[src/rtl/aoc_result_formatter.sv]
// Captures a coprocessor result, converts it to BCD with an iterative double-dabble,
// and streams it as ASCII decimal (leading zeros suppressed, optional line feed).
module aoc_result_formatter #(
    parameter int WIDTH_DOUT = 128,
    parameter int DIGITS     = 39,
    parameter int NEWLINE    = 1
) (
    input  logic                  clk,
    input  logic                  rst,
    input  logic [WIDTH_DOUT-1:0] dout,
    input  logic                  dout_valid,
    output logic [7:0]            tx_data,
    output logic                  tx_valid,
    input  logic                  tx_ready,
    output logic                  busy,
    output logic                  overrun
);

    localparam int BCD_W = 4 * DIGITS;
    localparam int CNT_W = $clog2(WIDTH_DOUT + 1);
    localparam int PTR_W = $clog2(DIGITS + 1);

    typedef enum logic [2:0] {
        IDLE    = 3'd0,
        CONVERT = 3'd1,
        SKIP    = 3'd2,
        EMIT    = 3'd3,
        TERM    = 3'd4
    } state_t;

    function automatic logic [BCD_W-1:0] add3_all(input logic [BCD_W-1:0] b);
        logic [BCD_W-1:0] r;
        r = b;
        for (int i = 0; i < DIGITS; i++) begin
            r[4*i +: 4] = (b[4*i +: 4] >= 4'd5) ? (b[4*i +: 4] + 4'd3) : b[4*i +: 4];
        end
        return r;
    endfunction

    function automatic logic [3:0] digit_at(input logic [BCD_W-1:0] b, input logic [PTR_W-1:0] idx);
        logic [3:0] d;
        d = 4'd0;
        for (int i = 0; i < DIGITS; i++) begin
            d = (idx == PTR_W'(i)) ? b[4*i +: 4] : d;
        end
        return d;
    endfunction

    function automatic logic [7:0] to_ascii(input logic [3:0] d);
        return 8'h30 + {4'h0, d};
    endfunction

    state_t                state_r, state_s;
    logic [WIDTH_DOUT-1:0] bin_r, bin_s;
    logic [BCD_W-1:0]      bcd_r, bcd_s, adj_s;
    logic [CNT_W-1:0]      cnt_r, cnt_s;
    logic [PTR_W-1:0]      ptr_r, ptr_s;
    logic [7:0]            tx_data_r, tx_data_s;
    logic                  tx_valid_r, tx_valid_s;
    logic                  busy_r, busy_s;
    logic                  overrun_r, overrun_s;
    logic                  hs_s;
    logic [3:0]            cur_digit_s, next_digit_s;

    assign adj_s        = add3_all(bcd_r);
    assign hs_s         = tx_valid_r & tx_ready;
    assign cur_digit_s  = digit_at(bcd_r, ptr_r);
    assign next_digit_s = digit_at(bcd_r, ptr_r - PTR_W'(1));

    // Next-state and next-output logic for the capture/convert/emit sequence
    always_comb begin
        state_s    = state_r;
        bin_s      = bin_r;
        bcd_s      = bcd_r;
        cnt_s      = cnt_r;
        ptr_s      = ptr_r;
        tx_data_s  = tx_data_r;
        tx_valid_s = tx_valid_r;
        case (state_r)
            IDLE: begin
                if (dout_valid) begin
                    bin_s   = dout;
                    bcd_s   = '0;
                    cnt_s   = '0;
                    state_s = CONVERT;
                end else begin
                    state_s = IDLE;
                end
            end
            CONVERT: begin
                bcd_s = {adj_s[BCD_W-2:0], bin_r[WIDTH_DOUT-1]};
                bin_s = {bin_r[WIDTH_DOUT-2:0], 1'b0};
                cnt_s = cnt_r + CNT_W'(1);
                if (cnt_r == CNT_W'(WIDTH_DOUT - 1)) begin
                    state_s = SKIP;
                    ptr_s   = PTR_W'(DIGITS - 1);
                end else begin
                    state_s = CONVERT;
                end
            end
            SKIP: begin
                if ((cur_digit_s == 4'd0) && (ptr_r != PTR_W'(0))) begin
                    ptr_s = ptr_r - PTR_W'(1);
                end else begin
                    state_s    = EMIT;
                    tx_valid_s = 1'b1;
                    tx_data_s  = to_ascii(cur_digit_s);
                end
            end
            EMIT: begin
                if (!hs_s) begin
                    state_s = EMIT;
                end else if (ptr_r != PTR_W'(0)) begin
                    ptr_s     = ptr_r - PTR_W'(1);
                    tx_data_s = to_ascii(next_digit_s);
                end else if (NEWLINE == 1) begin
                    state_s   = TERM;
                    tx_data_s = 8'h0A;
                end else begin
                    state_s    = IDLE;
                    tx_valid_s = 1'b0;
                    tx_data_s  = 8'h00;
                end
            end
            TERM: begin
                if (hs_s) begin
                    state_s    = IDLE;
                    tx_valid_s = 1'b0;
                    tx_data_s  = 8'h00;
                end else begin
                    state_s = TERM;
                end
            end
            default: begin
                state_s    = IDLE;
                tx_valid_s = 1'b0;
                tx_data_s  = 8'h00;
            end
        endcase
        // A capture request outside IDLE is dropped but remembered until reset
        if (dout_valid && (state_r != IDLE)) begin
            overrun_s = 1'b1;
        end else begin
            overrun_s = overrun_r;
        end
        busy_s = (state_s != IDLE);
    end

    // State and registered-output update with asynchronous active-low reset
    always_ff @(posedge clk or negedge rst) begin
        if (!rst) begin
            state_r    <= IDLE;
            bin_r      <= '0;
            bcd_r      <= '0;
            cnt_r      <= '0;
            ptr_r      <= '0;
            tx_data_r  <= 8'h00;
            tx_valid_r <= 1'b0;
            busy_r     <= 1'b0;
            overrun_r  <= 1'b0;
        end else begin
            state_r    <= state_s;
            bin_r      <= bin_s;
            bcd_r      <= bcd_s;
            cnt_r      <= cnt_s;
            ptr_r      <= ptr_s;
            tx_data_r  <= tx_data_s;
            tx_valid_r <= tx_valid_s;
            busy_r     <= busy_s;
            overrun_r  <= overrun_s;
        end
    end

    assign tx_data  = tx_data_r;
    assign tx_valid = tx_valid_r;
    assign busy     = busy_r;
    assign overrun  = overrun_r;

endmodule

[config.mk]
export PLATFORM = sky130hd
export DESIGN_NAME = aoc_result_formatter
export DESIGN_NICKNAME = d
export VERILOG_FILES = /design/src/rtl/aoc_result_formatter.sv
export SDC_FILE = /design/constraint.sdc
export NUM_CORES = 1
export LEC_CHECK = 0
export BUFFER_PORTS_ARGS = -buffer_cell sky130_fd_sc_hd__buf_2
export CORE_UTILIZATION = 60
export DETAILED_ROUTE_END_ITERATION = 16
export PLACE_DENSITY = 0.9
export SLEW_MARGIN = 20
export SYNTH_ARGS = -nofsm -noshare
export SYNTH_HDL_FRONTEND = slang
export SYNTH_SLANG_ARGS = --single-unit
[constraint.sdc]
create_clock -name clk -period 5.6 [get_ports clk]
set_input_delay 0.56 -clock clk [delete_from_list [all_inputs] [get_ports clk]]
set_output_delay 0.56 -clock clk [all_outputs]
set_load 0.1 [all_outputs]
==> flow_summary.ini <==
[floorplanning]
die_area_um2 = 34900
die_w_um = 187
die_h_um = 187
start_util_pct = 61.0
io_pins = 143
rows = 67
coreArea_um2 = 33600

[logic_synthesis]
synth_common_cells = nor2_1, dfrtp_1, o21ai_0
synthAdderAreaFrac_pct = 5.19
synth_xor_area_share_pct = 1.67
synth-simple-area-share_pct = 19.8
netlist_instances = 2496
synth_most_common_cell = nor2_1
synth-seq-cells = 309
synth.top_cell.area_share_pct = 37.7
synth.area.top_cells = dfrtp_1, nor2_1, ha_1
ys_seq_area_share_pct = 37.7
synth-edff-count = 0
ys.flop_type = dfrtp_1
yosys.area.top_type = dfrtp_1
synth.yosys.warnings = 0
synth_top_family_by_area = compound AO/OA/AOI/OAI gates
async_reset_ff_share_pct = 100
synth_compound_area_share_pct = 28.8
post_synth_num_cell_types = 93
netlist_area_um2 = 20500
synthMuxAreaShare_pct = 0.720
postSynthAreaPerCell_um2 = 8.22

[global_routing]
use_met2_pct = 66.8
first_global_vias = 20600
gr-total-overflow = 0
gr-usage-all-layers_pct = 43.6
grt_use_met1_pct = 59.9
busiest_layer = met2
grt_pass1_wl_um = 119000
met3_usage_pct = 10.0
antenna_found_initial = 3
grt_max_degree = 185

[pwr]
peakVddDrop_v = 0.000938
power_density_nw_per_um2 = 683
internal_power_uw = 7410
leakage_uw = 0.00906
pwr-share-clk_pct = 14.8
swShare_pct = 51.9
switching_power_uw = 8000
seqPwrFrac_pct = 29.9
pwr-share-comb_pct = 55.3

[timing]
slew_headroom_pct = 24.8
max_freq_ghz = 0.212
drv_slew = 0
clock_skew_ns = 0.0165
final_hold_viol_count = 0
setup_slack_ns = 0.882
period_needed_ns = 4.72
rsz0062_at_grt = false
worst_slew_pin_slew_ns = 1.12
fin_crit_sh_pct = 84.3
final-setup-viol-count = 0
finalSetupTns_ns = 0

[clocking]
cts_sinks = 309
root_buffer = clkbuf_16
clock_path_buffers = 3
cts_tree = yes
clk_pin_slew_worst_paths_ns = 0.06
htreeDepth = 2
cts_resized = 0
numCtsBuffers = 35
clk_latency_ns = 0.56

[run_status]
outcome = finished clean

[worst_setup_path]
cp-end-kind = register
crit_family = compound AO/OA/AOI/OAI gates
cpMaxStageDelayCell = nor2b_1
slowest_delay_ns = 0.73
rr_startpoint = ptr_r[0]$_DFFE_PN0P_
crit_start = ptr_r[0]$_DFFE_PN0P_
crit_chain = inv_1 -> ha_2 -> nor2b_1 -> a221oi_1 -> a2111oi_0 -> a211oi_1 -> o31ai_1 -> a221o_2 -> nand4bb_4 -> a2bb2oi_2 -> or2_1 -> o32a_1
path_max_fanout = 25
critPathArrivalTime_ns = 5.16
crit_buf_inv = 1
cp.required_ns = 6.04
crit_path_start_kind = register
critPathKind = register to register

[cells_and_area]
multi_input_area_um2 = 11600
area_growth_pct = 10.1
nets = 2754
design_area_um2 = 22600
seq_area_um2 = 7730
n_fill_cell = 2608
finish.utilization_pct = 67.2
layout-drive-gt1-share_pct = 11.7

[worst_hold_path]
hp-start = dout[0]
min_path_type = input port to register

[placed_design]
place.gp.congestion = 1.08
dp_hpwl_um = 52500
port_buffers = 140
place_area_um2 = 21500
post-place-ws_ns = 0.962

[route]
routed_via_density = 7.10
first_iter_violations = 3104
final_antenna_net_count = 0
drc = 0
first_pass_iters = 9
vias = 21300
wirelength_um = 76800
drt-wirelength-per-cell_um = 25.5

[job]
cap_violations = 0
==> layout make-up <==
class	count	area share (%)
well taps	448	2.48
diodes	1	0.0111
inverters	100	1.66
multi-input cells	1890	51.3
flip-flops and latches	309	34.2
clock inverters	8	0.382
repair buffers	201	5.41
clock buffers	48	4.54
==> state kept, by name, summed over array words and instances (netlist names) <==
signal    cells
state_r       3
bcd_r       156
bin_r       128
cnt_r         8
tx_data       5
busy          1
overrun       1
ptr_r         6
tx_valid      1
==> layout by cell type, fill, tap and decap left out, types with 32 or more instances in the layout <==
cell type / instances
o31ai_1: 86
nand2_1: 92
xnor2_1: 39
buf_2: 139
a32o_1: 46
clkbuf_16: 36
nor2_1: 370
nand2b_1: 54
nor3_1: 38
o21ai_0: 210
nand3_1: 150
a21oi_1: 185
dfrtp_1: 308
buf_4: 56
o211ai_1: 32
ha_1: 82
o22ai_1: 157
inv_1: 98
==> repair_timing <==
action                                 in CTS  in global routing
buffers inserted                            0                  0
endpoints found under the hold margin      15                  0
hold buffers                                1                  0
==> logic make-up after synthesis <==
group	count (synthesis)
compound gates	905
xor+xnor	39
fa+ha+maj	85
buf+inv	298
flops	309
mux	13
other cells	1
simple gates	846
==> worst register-to-register path: cells and delay by family, from the launching register on <==
family                   cells  cell delay [ns]
adder cells (fa/ha/maj)      1             0.42
AND/OR/NAND/NOR              3             1.27
buffers and inverters        1             0.17
flip-flops                   1             0.63
AO/OA/AOI/OAI                7             2.11
==> power groups by stage <==
stage	sequential [µW]	combinational [µW]	clock, µW
floorplan	3930	5890	0
global placement	4470	7840	0
detailed placement	4520	8130	0
CTS	4510	8240	2290
global route	4690	9170	2370
finish	4600	8520	2290
==> metal layers <==
layer / up-vias / wire length (µm) / part of all wire, %
li1: 9301 / - / -
met1: 10400 / 30700 / 40
met2: 1451 / 34200 / 45
met3: 226 / 8710 / 11
met4: 4 / 3150 / 4.1
met5: - / 23 / 0.030
==> worst paths after layout <==
kind	cells after the start	slack, ns	end
worst max-delay path	12	0.88	ptr_r[2]$_DFFE_PN0P_
worst min-delay path	3	0.22	bin_r[0]$_DFFE_PN0P_
worst max register to register	12	0.88	ptr_r[2]$_DFFE_PN0P_
worst min register to register	1	0.48	overrun$_DFFE_PN0P_
max in group asynchronous	3	3.60	bcd_r[46]$_DFFE_PN0P_
min in group asynchronous	2	0.55	bcd_r[144]$_DFFE_PN0P_
==> through the flow <==
step           hold WS, ns  power, µW  cells
2_1_floorplan        0.264       9820   2497
3_3_place_gp         0.459      12300   2947
3_5_place_dp         0.461      12600   2947
4_1_cts              0.217      15000   3004
5_1_grt              0.224      16200   3005
6_report             0.221      15400   3005
Power figures use the tool's default switching activity.
